--- src/rtl/sub16_digit_serial_if.sv ---
`default_nettype none
// ============================================================================
// Module      : sub16_digit_serial_if
// Description : Operand/result valid-ready bundle for sub16_digit_serial.
//               The ovf signal exists only when SUB16_OVF_EN is defined.
// Revision    : 1.0 - initial release
// ============================================================================
interface sub16_digit_serial_if #(
    parameter int WIDTH = 16
);
    logic             in_valid;
    logic             in_ready;
    logic [WIDTH-1:0] a;
    logic [WIDTH-1:0] b;
    logic             out_valid;
    logic             out_ready;
    logic [WIDTH-1:0] diff;
    logic             borrow;
`ifdef SUB16_OVF_EN
    logic             ovf;
`endif

    // Producer of operands and consumer of results
    modport master (
        output in_valid, a, b, out_ready,
        input  in_ready, out_valid, diff, borrow
`ifdef SUB16_OVF_EN
        , input ovf
`endif
    );

    // The subtractor itself
    modport slave (
        input  in_valid, a, b, out_ready,
        output in_ready, out_valid, diff, borrow
`ifdef SUB16_OVF_EN
        , output ovf
`endif
    );
endinterface
`default_nettype wire

--- src/rtl/sub16_digit_serial.sv ---
`default_nettype none
// ============================================================================
// Module      : sub16_digit_serial
// Description : Digit-serial subtractor, diff = a - b mod 2^WIDTH plus final
//               borrow, DIGIT bits per cycle, LSB digit first. Operands enter
//               through a valid/ready port, results leave through another.
//               Optional macro SUB16_OVF_EN adds the signed-overflow output.
//               WIDTH must be a multiple of DIGIT with at least two digits.
// Revision    : 1.0 - initial release
// ============================================================================
module sub16_digit_serial #(
    parameter int WIDTH = 16,
    parameter int DIGIT = 4
) (
    input wire                clk,
    input wire                rst_n,
    sub16_digit_serial_if.slave bus
);
    localparam int NDIG = WIDTH / DIGIT;
    localparam int CW   = (NDIG > 1) ? $clog2(NDIG) : 1;
    localparam int RW   = WIDTH - DIGIT;   // digits collected before the final one

    typedef enum logic [1:0] {
        IDLE = 2'd0,
        RUN  = 2'd1,
        DONE = 2'd2
    } state_t;

    state_t           state_q, state_d;
    logic [WIDTH-1:0] a_q, a_d;
    logic [WIDTH-1:0] b_q, b_d;
    logic [RW-1:0]    res_q, res_d;
    logic [WIDTH-1:0] diff_q, diff_d;
    logic             brw_q, brw_d;      // running borrow between digits
    logic             borrow_q, borrow_d;
    logic [CW-1:0]    cnt_q, cnt_d;

    logic [DIGIT:0]   w_sub;
    logic             w_last;
    logic             w_accept;

    // One digit of subtraction; a negative result shows up as bit DIGIT set
    assign w_sub    = {1'b0, a_q[DIGIT-1:0]} - {1'b0, b_q[DIGIT-1:0]} - {{DIGIT{1'b0}}, brw_q};
    assign w_last   = (cnt_q == CW'(NDIG - 1));
    assign w_accept = (state_q == IDLE) && bus.in_valid;

    // Control state register
    always_ff @(posedge clk or negedge rst_n) begin
        if (!rst_n) state_q <= IDLE;
        else        state_q <= state_d;
    end

    // Next-state decode
    always_comb begin
        state_d = state_q;
        case (state_q)
            IDLE:    if (bus.in_valid)  state_d = RUN;
            RUN:     if (w_last)        state_d = DONE;
            DONE:    if (bus.out_ready) state_d = IDLE;
            default:                    state_d = IDLE;
        endcase
    end

    // Datapath next values: capture on accept, shift one digit per RUN cycle,
    // publish diff/borrow only on the final RUN edge so they stay stable otherwise
    always_comb begin
        a_d      = a_q;
        b_d      = b_q;
        res_d    = res_q;
        diff_d   = diff_q;
        brw_d    = brw_q;
        borrow_d = borrow_q;
        cnt_d    = cnt_q;
        if (w_accept) begin
            a_d   = bus.a;
            b_d   = bus.b;
            brw_d = 1'b0;
            cnt_d = '0;
        end else if (state_q == RUN) begin
            a_d   = a_q >> DIGIT;
            b_d   = b_q >> DIGIT;
            res_d = RW'({w_sub[DIGIT-1:0], res_q} >> DIGIT);
            brw_d = w_sub[DIGIT];
            cnt_d = cnt_q + CW'(1);
            if (w_last) begin
                diff_d   = {w_sub[DIGIT-1:0], res_q};
                borrow_d = w_sub[DIGIT];
            end
        end
    end

    // Datapath registers
    always_ff @(posedge clk or negedge rst_n) begin
        if (!rst_n) begin
            a_q      <= '0;
            b_q      <= '0;
            res_q    <= '0;
            diff_q   <= '0;
            brw_q    <= 1'b0;
            borrow_q <= 1'b0;
            cnt_q    <= '0;
        end else begin
            a_q      <= a_d;
            b_q      <= b_d;
            res_q    <= res_d;
            diff_q   <= diff_d;
            brw_q    <= brw_d;
            borrow_q <= borrow_d;
            cnt_q    <= cnt_d;
        end
    end

`ifdef SUB16_OVF_EN
    logic a_msb_q, a_msb_d;
    logic b_msb_q, b_msb_d;
    logic ovf_q, ovf_d;

    // Operand sign bits are kept aside because a/b shift away during RUN
    always_comb begin
        a_msb_d = a_msb_q;
        b_msb_d = b_msb_q;
        ovf_d   = ovf_q;
        if (w_accept) begin
            a_msb_d = bus.a[WIDTH-1];
            b_msb_d = bus.b[WIDTH-1];
        end else if ((state_q == RUN) && w_last) begin
            ovf_d = (a_msb_q ^ b_msb_q) & (a_msb_q ^ w_sub[DIGIT-1]);
        end
    end

    // Overflow registers
    always_ff @(posedge clk or negedge rst_n) begin
        if (!rst_n) begin
            a_msb_q <= 1'b0;
            b_msb_q <= 1'b0;
            ovf_q   <= 1'b0;
        end else begin
            a_msb_q <= a_msb_d;
            b_msb_q <= b_msb_d;
            ovf_q   <= ovf_d;
        end
    end

    assign bus.ovf = ovf_q;
`endif

    assign bus.in_ready  = (state_q == IDLE);
    assign bus.out_valid = (state_q == DONE);
    assign bus.diff      = diff_q;
    assign bus.borrow    = borrow_q;
endmodule
`default_nettype wire
--- src/flat_wrapper.sv ---
// flat-port wrapper written by rule: the top's interface ports become plain ports
module sub16_digit_serial_flat 
#(
    parameter int WIDTH = 16,
    parameter int DIGIT = 4
)
  (clk, rst_n, bus_in_valid, bus_a, bus_b, bus_out_ready, bus_in_ready, bus_out_valid, bus_diff, bus_borrow);
  sub16_digit_serial_if #(.WIDTH(WIDTH)) bus_i ();
  input wire clk;
  input wire rst_n;
  input wire logic [$bits(bus_i.in_valid)-1:0] bus_in_valid;
  input wire logic [$bits(bus_i.a)-1:0] bus_a;
  input wire logic [$bits(bus_i.b)-1:0] bus_b;
  input wire logic [$bits(bus_i.out_ready)-1:0] bus_out_ready;
  output wire logic [$bits(bus_i.in_ready)-1:0] bus_in_ready;
  output wire logic [$bits(bus_i.out_valid)-1:0] bus_out_valid;
  output wire logic [$bits(bus_i.diff)-1:0] bus_diff;
  output wire logic [$bits(bus_i.borrow)-1:0] bus_borrow;
  assign bus_i.in_valid = bus_in_valid;
  assign bus_i.a = bus_a;
  assign bus_i.b = bus_b;
  assign bus_i.out_ready = bus_out_ready;
  assign bus_in_ready = bus_i.in_ready;
  assign bus_out_valid = bus_i.out_valid;
  assign bus_diff = bus_i.diff;
  assign bus_borrow = bus_i.borrow;
  sub16_digit_serial #(.WIDTH(WIDTH), .DIGIT(DIGIT)) u_core (.clk(clk), .rst_n(rst_n), .bus(bus_i));
endmodule
--- config.mk ---
export PLATFORM = sky130hd
export DESIGN_NAME = sub16_digit_serial_flat
export DESIGN_NICKNAME = d
export VERILOG_FILES = /design/src/rtl/sub16_digit_serial_if.sv /design/src/rtl/sub16_digit_serial.sv /design/src/flat_wrapper.sv
export SDC_FILE = /design/constraint.sdc
export NUM_CORES = 1
export LEC_CHECK = 0
export BUFFER_PORTS_ARGS = -buffer_cell sky130_fd_sc_hd__clkbuf_2
export CAP_MARGIN = 10
export CORE_MARGIN = 4
export CORE_UTILIZATION = 52
export CTS_BUF_LIST = sky130_fd_sc_hd__clkbuf_4
export DETAILED_ROUTE_END_ITERATION = 7
export PLACE_DENSITY = 0.78
export SETUP_SLACK_MARGIN = 0.1
export SYNTH_ARGS = -nofsm -noshare
export SYNTH_HDL_FRONTEND = slang
export SYNTH_SLANG_ARGS = --single-unit
export TNS_END_PERCENT = 1
--- constraint.sdc ---
create_clock -name clk -period 2 [get_ports clk]
set_input_delay 0.4 -clock clk [delete_from_list [all_inputs] [get_ports clk]]
set_output_delay 0.4 -clock clk [all_outputs]
set_load 0.05 [all_outputs]
# Word-level counts from Yosys, hierarchy flattened
# Cells that the tools add are included.
# word_totals
out_inout_bits	19
elab_cells	36
reg_bits	66
input_bits	36
# classes
addsub	3
eq_ne	6
reduce_logical	6
mux	12
bitwise	1
# op_table
op	count
16-bit two-way mux	4
2-bit two-way mux	5
2-bit case mux with 3 select lines	1
3-bit AND reduction	2
4-bit by 4-bit subtractor with 5-bit output	1
5-bit by 1-bit subtractor with 5-bit output	1
2-bit equality test (second input constant)	2
2-bit != test (second input constant)	2
2-bit by 1-bit adder with 2-bit output (second input constant)	1
2-bit by 1-bit equality test with 1-bit output (second input constant)	1
2-bit zero test	1
1-bit two-way mux	2
2-bit by 1-bit != test with 1-bit output (second input constant)	1
2-bit AND reduction	1
2-bit nonzero test	1
1-bit logical AND	1
1-bit NOT	1

# Longest topological paths before layout
# logic_depth
depth_word	4
depth_mapped	9

# Worst setup path after synthesis
# No wires, ideal clock.
# synth_path
kind	reg2reg
from	register u_core.brw_q
to	register u_core.brw_q
required_ns	1.875
setup_time_ns	0.125
path_slack_ns	-0.057
period_less_slack_ns	2.057
arrival_ns	1.933
path_stages_with_launch	9
path_cell_list	dfrtp_1 inv_1 fa_1 ha_1 nor2_1 fa_1 a21bo_2 a2bb2oi_1 o22ai_1
# synth_via
elab_chain_len	3
# synth_lines
element	line	source
start, declared	sub16_digit_serial.sv:34	logic brw_q, brw_d;
start signal, assigned	sub16_digit_serial.sv:107	brw_q <= brw_d;
5-bit by 1-bit subtractor with 5-bit output	sub16_digit_serial.sv:43	assign w_sub = {1'b0, a_q[DIGIT-1:0]} - {1'b0, b_q[DIGIT-1:0]} - {{DIGIT{1'b0}}, brw_q};
1-bit two-way mux	sub16_digit_serial.sv:79	end else if (state_q == RUN) begin
1-bit two-way mux	sub16_digit_serial.sv:74	if (w_accept) begin
# Every way passes these cells. The select of a mux whose other input is x is not followed.
# A chain may end at the register's enable or synchronous reset.

# Worst setup path after layout
# Same ends and word-level chain as after synthesis.

==> summary.md <==
| Metric | Value |
|---|---|
| Pre-CTS setup slack | -0.1851 ns |
| Required @ worst endpoint | 2.32 ns |
| M3 GR Usage | 8.234% |
| Worst r2r src | u_core.brw_q |
| Crit path arrival time | 2.47 ns |
| Synth Net Count | 325 |
| DR WL/cell | 12.98 um |
| Die Width | 83.17 um |
| All-Layer GR Usage | 17.38% |
| Mean number of vias per cell | 5.094 |
| Final core occ | 61.12% |
| Max Slew Vio Count | 0 |
| Total wire length | 5372 um |
| Global-route wire length before repair | 9791 um |
| Max-cap violations | 0 |
| Post-Synthesis Cells | 280 |
| Clock network fraction of total power | 12.0% |
| Sw Share | 45.22% |
| Sum Neg Setup Slack | -0.4729 ns |
| Fmax | 0.4650 GHz |
| CP max FO | 3 |
| #FFs+latches synth | 66 |
| Yosys warning total | 0 |
| Worst hold path cell count | 2 |
| Num CTS Buffers | 9 |
| Post-synthesis sequential area ratio | 56.22% |
| Chip Height | 83.17 um |
| ANT nets after route | 0 |
| Drt pass-1 iters | 5 |
| Antenna cell count | 0 |
| Largest net degree at the start of global routing | 53 |
| Logic gate share of total power | 49.9% |
| Worst min-delay path class | input pin to flop |
| Commonest non-fill, non-tap cell in the layout | nand2_1 |
| Vias in the first global route | 2,201 |
| Port buffer count | 54 |
| Fin nets | 382 |
| Max_slew headroom | 33.87% |
| Reg2Reg Depth | 9 |
| Clock transition at path regs | 0.10 ns |
| Worst Clk Skew | 0.009722 ns |
| Start point of the critical path | u_core.brw_q |
| GR Util met2 | 28.21% |
| Final Setup Violations | 5 |
| Layout cell share with drive strength beyond 1 | 27.19% |
| Failing checks | setup timing |
| Setup ws final | -0.1506 ns |
| Syn Std Cell Area | 0.002938 sq mm |
| Switch Pwr | 2678 uW |
| Final Hold Vio Count | 0 |
| Setup crit start kind | flop |
| Crit end category | flop |
| DRC | 0 |
| GR peak layer | met2 |
| Clock Latency Late Sink | 0.39 ns |
| R2R Setup Slk | -0.15 ns |
| Vias | 2,109 |
| Pin slew with the least headroom to its limit | 0.9913 ns |
| CTS Sinks | 66 |
| Die footprint | 0.006916 sq mm |
| H-tree levels | 3 |
| Top_reg_cell synth | dfrtp_1 |
| Clock buffer depth | 2 |
| P_int | 3245 uW |
| Status | finished with violations |
| Leak pwr | 0.001771 uW |
| Number of distinct library cells after synthesis | 29 |
| Initial Utilization | 53.35% |
| Reg power frac | 38.1% |
| Post-synth ARST share | 100.0% |
| Core area | 0.005507 sq mm |
| Commonest cells after routing, fill and taps aside | nand2_1, dfrtp_1, clkbuf_2 |
| Initial antenna violation count | 0 |
| Critical Path Sink | u_core.brw_q |
| RR Endpoint | u_core.brw_q |
| Site Rows | 27 |
| GPL Wtd Cong | 0.7416 |
| Min Tclk post-route | 2.151 ns |
| Initial DRC Count | 82 |
| Period utilization | 107.5% |
| Post-synth EDFFs | 0 |
| RSZ-0062 raised after global routing | true |
| Power Density | 1760 mW/mm^2 |
| Post-detailed-placement half-perimeter wirelength | 3676 um |
| Met1 Usage GRT | 20.81% |
| Ports | 55 |
| CP Class | flop to flop |
| CTS tree | yes |
| Root cell of the clock tree | clkbuf_4 |
| Grt total ovfl | 0 |
| Syn Area/Cell | 10.49 sq um |
| Worst VDD drop | 0.0008582 V |
| Area Overhead vs Synth | 14.57% |
cell usage after synthesis, types with 3 or more instances:
master,count,area share (%)
nand2_1,101,13
ha_1,7,3.0
mux2_2,3,1.1
mux2_1,9,3.4
o21ai_0,18,3.1
buf_6,9,3.4
inv_1,10,1.3
buf_2,5,0.85
a22oi_1,24,6.1
dfrtp_1,66,56
nor2_1,4,0.51
logic make-up after synthesis:
| family | synth area share [%] |
|---|---|
| simple gates | 16.18 |
| flops | 56.22 |
| compound gates | 11.97 |
| buf+inv | 6.090 |
| mux | 4.600 |
| fa+ha+maj | 4.344 |
| xor+xnor | 0.5964 |
per-stage QoR:
step                std cells  power (uW)  instance area [sq um]  hold WS (ns)
finish                    414        5923                   3366        0.1872
CTS                       414        5973                   3364        0.1594
global route              414        6450                   3366        0.1718
floorplan                 280        4620                   2940        0.1044
global placement          395        5020                   3212        0.3278
detailed placement        395        5165                   3212        0.3385
state kept, by name (all words and copies together), names as in the netlist:
| name | count |
|---|---|
| u_core.a_q | 16 |
| u_core.b_q | 16 |
| u_core.bus.diff | 16 |
| u_core.res_q | 12 |
| u_core.cnt_q | 2 |
| u_core.state_q | 2 |
| u_core.brw_q | 1 |
| u_core.bus.borrow | 1 |
timing repair:
action                                 CTS  global route
gates cloned                             0             0
gates resized for setup                  7             5
pin swaps                                5             4
buffers inserted                         2             0
hold buffers                             1             0
setup endpoints to repair                7             9
endpoints found under the hold margin   14             0
routing by layer:
metal / wire (um) / share of wire, % / up-vias
li1: - / - / 1048
met1: 2318 / 43 / 989
met2: 2586 / 48 / 66
met3: 430 / 8.0 / 6
met4: 36 / 0.67 / 0
met5: 0 / 0 / -
power by group through the flow:
stage	Combinational (uW)	Sequential (uW)	Clock (uW)
finish	2950	2260	712
global route	3310	2330	810
floorplan	1900	2720	0
global placement	2770	2250	0
CTS	2970	2260	740
detailed placement	2870	2290	0
area by class of cell:
class / instances / area [sq um]
fillers: 490 / 2141
flip-flops and latches: 66 / 1653
multi-input cells: 188 / 1131
repair buffers: 62 / 345.3
clock buffers: 12 / 90.09
well taps: 72 / 90.09
inverters: 10 / 37.54
clock inverters: 4 / 18.77
worst min-delay path by stage:
stage	startpoint	end
finish	bus_out_ready	u_core.state_q[1]
CTS	bus_out_ready	u_core.state_q[1]
detailed placement	rst_n	u_core.bus.diff[1]
global placement	rst_n	u_core.res_q[1]
floorplan	rst_n	u_core.a_q[0]
global route	bus_out_ready	u_core.state_q[1]
worst max-delay path, stage by stage, from the launching register on:
cell and delay [ns]:
dfrtp_1 0.39, inv_2 0.05, fa_1 0.49, inv_1 0.08, ha_2 0.18, nor2_2 0.04, fa_2 0.36, and3b_1 0.19
a2bb2oi_2 0.16, o22ai_1 0.15
(Power assumes the default switching activity.)
